### src/rtl/cpu_types_pkg.sv
// Shared CPU types: RAM word, RAM handshake state
// and the RAM arbiter FSM encoding.
package cpu_types_pkg;

  typedef logic [31:0] word_t;

  typedef enum logic [1:0] {
    FREE,
    BUSY,
    ACCESS,
    ERROR
  } ramstate_t;

  typedef enum logic [1:0] {
    IDLE,
    DGRANT,
    IGRANT0,
    IGRANT1
  } arb_state_t;

endpackage

### src/rtl/rr_picker.sv
// Two-way round-robin select: on a tie the side
// that was not served last wins.
module rr_picker (
  input  logic [1:0] req,
  input  logic       last,
  output logic       valid,
  output logic       sel
);

  always_comb begin
    valid = |req;
    sel   = (req == 2'b11) ? ~last : req[1];
  end

endmodule

### src/rtl/ram_arbiter.sv
// Single-port RAM arbiter: data side first, two icaches
// round-robin, with a burst limit so fetches cannot starve.
module ram_arbiter
  import cpu_types_pkg::*;
#(
  parameter int CPUS           = 2,
  parameter int DATA_BURST_MAX = 4
) (
  input  logic            CLK,
  input  logic            RST,
  input  logic [CPUS-1:0] iREN,
  input  word_t           iaddr [CPUS],
  output logic [CPUS-1:0] iwait,
  output word_t           iload [CPUS],
  input  logic            d_ramREN,
  input  logic            d_ramWEN,
  input  word_t           d_ramaddr,
  input  word_t           d_ramstore,
  output logic            d_wait,
  output word_t           d_ramload,
  output logic            ramREN,
  output logic            ramWEN,
  output word_t           ramaddr,
  output word_t           ramstore,
  input  word_t           ramload,
  input  ramstate_t       ramstate
);

  localparam int BW = $clog2(DATA_BURST_MAX + 1);
  localparam logic [BW-1:0] BMAX = BW'(DATA_BURST_MAX);

  arb_state_t    state, next_state;
  logic [BW-1:0] burst_cnt;
  logic          last_icpu;

  logic rr_valid, rr_sel;
  logic own_d, own_i, own_cpu;
  logic active, done;

  rr_picker u_rr (
    .req   (iREN[1:0]),
    .last  (last_icpu),
    .valid (rr_valid),
    .sel   (rr_sel)
  );

  always_comb begin
    own_d      = 1'b0;
    own_i      = 1'b0;
    own_cpu    = 1'b0;
    next_state = IDLE;
    ramREN     = 1'b0;
    ramWEN     = 1'b0;
    ramaddr    = '0;
    ramstore   = '0;
    iwait      = '1;
    d_wait     = 1'b1;
    d_ramload  = '0;
    for (int i = 0; i < CPUS; i++) iload[i] = '0;

    unique case (state)
      IDLE: begin
        if (rr_valid && burst_cnt == BMAX) begin
          own_i   = 1'b1;
          own_cpu = rr_sel;
        end else if (d_ramREN || d_ramWEN) begin
          own_d = 1'b1;
        end else if (rr_valid) begin
          own_i   = 1'b1;
          own_cpu = rr_sel;
        end
      end
      DGRANT:  own_d = 1'b1;
      IGRANT0: own_i = 1'b1;
      IGRANT1: begin
        own_i   = 1'b1;
        own_cpu = 1'b1;
      end
    endcase

    if (own_d) begin
      ramWEN   = d_ramWEN;
      ramREN   = d_ramREN & ~d_ramWEN;
      ramaddr  = d_ramaddr;
      ramstore = d_ramstore;
    end else if (own_i) begin
      ramREN  = iREN[own_cpu];
      ramaddr = iaddr[own_cpu];
    end

    active = ramREN | ramWEN;
    done   = active && ramstate == ACCESS;

    if (own_d) begin
      d_wait    = ~done;
      d_ramload = ramload;
    end else if (own_i) begin
      iwait[own_cpu] = ~done;
      iload[own_cpu] = ramload;
    end

    // ERROR and BUSY keep the grant; a dropped request releases it
    if (active && !done) begin
      if (own_d)        next_state = DGRANT;
      else if (own_cpu) next_state = IGRANT1;
      else              next_state = IGRANT0;
    end

    if (RST) begin
      ramREN    = 1'b0;
      ramWEN    = 1'b0;
      ramaddr   = '0;
      ramstore  = '0;
      iwait     = '1;
      d_wait    = 1'b1;
      d_ramload = '0;
      for (int i = 0; i < CPUS; i++) iload[i] = '0;
    end
  end

  always_ff @(posedge CLK or posedge RST) begin
    if (RST) begin
      state     <= IDLE;
      burst_cnt <= '0;
      last_icpu <= 1'b1;
    end else begin
      state <= next_state;
      if (done && own_d) begin
        if (!(|iREN))             burst_cnt <= '0;
        else if (burst_cnt != BMAX) burst_cnt <= burst_cnt + 1'b1;
      end
      if (done && own_i) begin
        burst_cnt <= '0;
        last_icpu <= own_cpu;
      end
    end
  end

endmodule

### config.mk
export PLATFORM = sky130hd
export DESIGN_NAME = ram_arbiter
export DESIGN_NICKNAME = d
export VERILOG_FILES = /design/src/rtl/cpu_types_pkg.sv /design/src/rtl/rr_picker.sv /design/src/rtl/ram_arbiter.sv
export SDC_FILE = /design/constraint.sdc
export NUM_CORES = 1
export LEC_CHECK = 0
export ABC_AREA = 1
export ABC_CLOCK_PERIOD_IN_PS = 1500
export BUFFER_PORTS_ARGS = -buffer_cell sky130_fd_sc_hd__buf_2
export CELL_PAD_IN_SITES_DETAIL_PLACEMENT = 0
export CELL_PAD_IN_SITES_GLOBAL_PLACEMENT = 1
export CORE_AREA = 2 2 131 133
export CTS_CLUSTER_DIAMETER = 40
export CTS_CLUSTER_SIZE = 30
export DETAILED_ROUTE_END_ITERATION = 10
export DIE_AREA = 0 0 133 135
export HOLD_SLACK_MARGIN = 0.08
export PLACE_DENSITY = 0.84
export SLEW_MARGIN = 20
export SYNTH_ARGS = -nofsm -noshare
export SYNTH_HDL_FRONTEND = slang
export SYNTH_SLANG_ARGS = --single-unit
### constraint.sdc
create_clock -name CLK -period 1.5 [get_ports CLK]
set_input_delay 0.075 -clock CLK [delete_from_list [all_inputs] [get_ports CLK]]
set_output_delay 0.075 -clock CLK [all_outputs]
set_load 0.01 [all_outputs]
==> key figures <==
Status
  – Status: complete, but fails checks
  – Failing checks: negative setup slack

Worst setup path
  – Worst-path maximum fanout: 8
  – Reg2Reg Depth: 16
  – Critical Path Source: burst_cnt[1]$_DFFE_PP0P_
  – Setup slack, reg-to-reg: -0.47 ns
  – WP data required: approximately 1.4 ns
  – Worst Path Buf+Inv: 7
  – RR Endpoint: burst_cnt[1]$_DFFE_PP0P_
  – Endpoint type of the worst setup path: primary output
  – Startpoint types: flip-flop
  – Cell family with most CP delay: buffers and inverters
  – Most common cell on crit path: nand2_4
  – Crit-path max cell delay: 0.36 ns
  – CP Class: flip-flop to primary output
  – CP max-delay cell: dfrtp_1
  – Crit path cell chain: inv_2 > ha_4 > nand2_4 > inv_2 > nand2_2 > nand3_2 > nand2_4 > inv_4 > buf_6 > nor2_4 > buf_12 > buf_12 > nand2_4 > o21ai_2 > buf_2
  – Arrival time worst endpoint: between 2 and 2.5 ns
  – Critical R2R Launch: burst_cnt[1]$_DFFE_PP0P_

Timing
  – Endpoints failing hold: 0
  – Final Setup Violations: about 170
  – Fin crit period: about 2.2 ns
  – Max Clock Skew: slightly above 0.004 ns
  – Least-Margin Pin Slew: 0.549 ns
  – Final period utilization: 144%
  – RSZ-0062 raised after global routing: true
  – Slew Limit Headroom: between 60 and 70%
  – WHS: approximately 0.17 ns
  – Slew Viols, Final: 0
  – Worst setup margin: -0.658 ns
  – Max Fclk: about 460 MHz

Routing
  – Via density per instance: between 4 and 5
  – Routed wire length: ~15,000 µm
  – Antenna Nets Post-Route: 0
  – Vias: 4,535
  – # DRC: 0
  – DR iter-0 viols: 106
  – DR WL/cell: 14.4 µm
  – Pre-Repair DR Iteration Count: 4

Clock network
  – CTS tree: built
  – CTS buffer count: 3
  – H-tree depth: 1
  – Clk root buf: clkbuf_16
  – Clock transition at the registers of the reported paths: approximately 0.040 ns
  – Clk buf depth: 2
  – Clock latency at the later pin of the worst-skew pair: approximately 0.23 ns
  – Total clock sinks: 6

GRT
  – GRT overflow: 0
  – Largest net degree at the start of global routing: 35
  – GRT Overall Usage: roughly 15%
  – First-pass GRT wire length: 21,700 µm
  – Vias in the first global route: approximately 4,300
  – Initial antenna violation count: 1

Yosys
  – Asr flop ratio synth: 100%
  – Post-synth EDFFs: 0
  – Post-synthesis sequential area ratio: around 6.2%
  – Synth warn: 0
  – Cells after Synth: 452
  – Post-synthesis register bit count: 6
  – Post-synth top area cell: nor2_1
  – Syn nets: around 630
  – Commonest cells post-synth: 105 x nor2_1, 80 x nand2_1, 49 x inv_1
  – Syn avg cell area: approximately 5.4 µm²
  – Commonest register cell after synthesis: dfrtp_1
  – Netlist Area Pre-Place: roughly 0.0024 mm²
  – Netlist cell types: 31
  – Most frequent cell after synthesis: nor2_1
  – Yosys top cell area share: between 15 and 20%
  – Synth area leaders: nor2_1 16%, nor3_2 13%, nand2_1 12%

Floorplan
  – Initial Util: 14.8%
  – Die area: 0.0180 mm²
  – Die H: 135 µm
  – Site Rows: 47
  – Die span in x: 133 µm
  – Boundary Pins: approximately 330
  – Core box area: approximately 0.016 mm²

Power and ir drop
  – Pwr/cell area: around 1300 mW/mm²
  – Lkg Pwr: around 4 nW
  – Worst VDD drop: 0.999 mV

Finish
  – Share of cells above drive strength 1: roughly 81%
  – Final instance area: between 0.007 and 0.008 mm²
  – Final nets: between 1,000 and 1,500
  – Post-Route Utilization: about 44%
  – Finished Layout Cells: around 1,100
  – Fillers: about 1,600
  – P&R area growth vs syn: 200%

Place
  – Dpl cells: 1,036
  – Placed inst area: 0.00577 mm²
  – I/O Buffers: between 300 and 400
  – GPL Wtd Cong: between 0.8 and 0.9
  – HPWL Detailed: around 12,000 µm

Job
  – Max-Cap Viols: 0

Min path
  – Worst Hold End: state[0]$_DFF_PP0_
  – Hold Path Stages: 3
  – Worst hold start: ramstate[0]
  – Hold Crit Class: input pin to flip-flop
-- cells by family (layout without fill, tap and decap cells) --
family	count (synthesis)	after routing	share of synthesized area [%]
flops	6	6	6.22
other cells	0	1	0
compound gates	73	73	15.8
buf+inv	94	493	18.1
simple gates	271	271	56.0
fa+ha+maj	7	7	3.60
xor+xnor	1	1	0.360
-- flip-flops by register name, indices dropped and copies added, names as in the netlist --
register,flops
burst_cnt,3
last_icpu,1
state,2
-- where the power goes --
part           total [mW]  internal, mW  switching [mW]
sequential          0.273         0.227          0.0461
combinational        9.05          4.25            4.80
clock               0.441         0.352          0.0883
total                9.76          4.83            4.93
-- through the flow --
stage                     worst slack (ns)  total power [mW]  setup TNS [ns]
final                               -0.658              9.76          -93.57
after global routing                -0.782              10.4         -117.30
after CTS                           -0.632              8.41          -92.27
after detailed placement            -0.463              6.58          -53.99
after global placement              -0.412              6.55          -50.32
after floorplan                     -0.171              4.37          -16.04
-- final cells by class --
class	instances	area [µm²]	share of cell area [%]
Inverter	58	253	3.46
Sequential cell	6	151	2.08
Multi-Input combinational cell	352	3230	44.2
Antenna cell	1	2.50	0.0343
Tap cell	220	275	3.77
Clock buffer	4	78.8	1.08
Timing Repair Buffer	431	3310	45.4
-- what timing repair did --
action / in CTS / in global routing
cloned: 5 / 9
resized for setup: 108 / 147
hold buffers: 1 / 0
hold endpoints to repair: 5 / 0
pin swaps: 13 / 15
buffers inserted: 13 / 6
setup endpoints to repair: 171 / 171
-- placed cells by master, fill, tap and decap left out, types with 18 or more instances in the layout --
cell type / n
nand2_2: 42
o21ai_2: 24
buf_12: 21
buf_6: 61
nor3_4: 60
nor2_1: 42
buf_4: 34
o21ai_1: 25
inv_1: 45
nor2_4: 37
nand2_4: 31
o21ai_0: 18
nor2_2: 30
buf_2: 293
-- metal layers --
layer / vias up / routed length, µm / track usage [%]
met1: 2036 / 5400 / 16.6
met3: 18 / 1190 / 2.74
met4: 0 / 244 / 2.75
met5: - / 0 / 0
met2: 241 / 8590 / 29.9
li1: 2240 / - / -
-- worst reg2reg max path: cells and delay by family (launching register included) --
kind | cells | cell delay, ns
fa+ha+maj | 1 | 0.16
compound gates | 3 | 0.41
flops | 1 | 0.36
buf+inv | 6 | 0.54
simple gates | 6 | 0.46
-- how the worst max path moves through the flow --
stage                     cells after the start       endpoint
after floorplan                              11    ramaddr[22]
after global placement                       10      iload[18]
after detailed placement                     12      iload[16]
after CTS                                    15  d_ramload[31]
after global routing                         15  d_ramload[26]
final                                        15    ramaddr[31]
(Power assumes the default switching activity.)
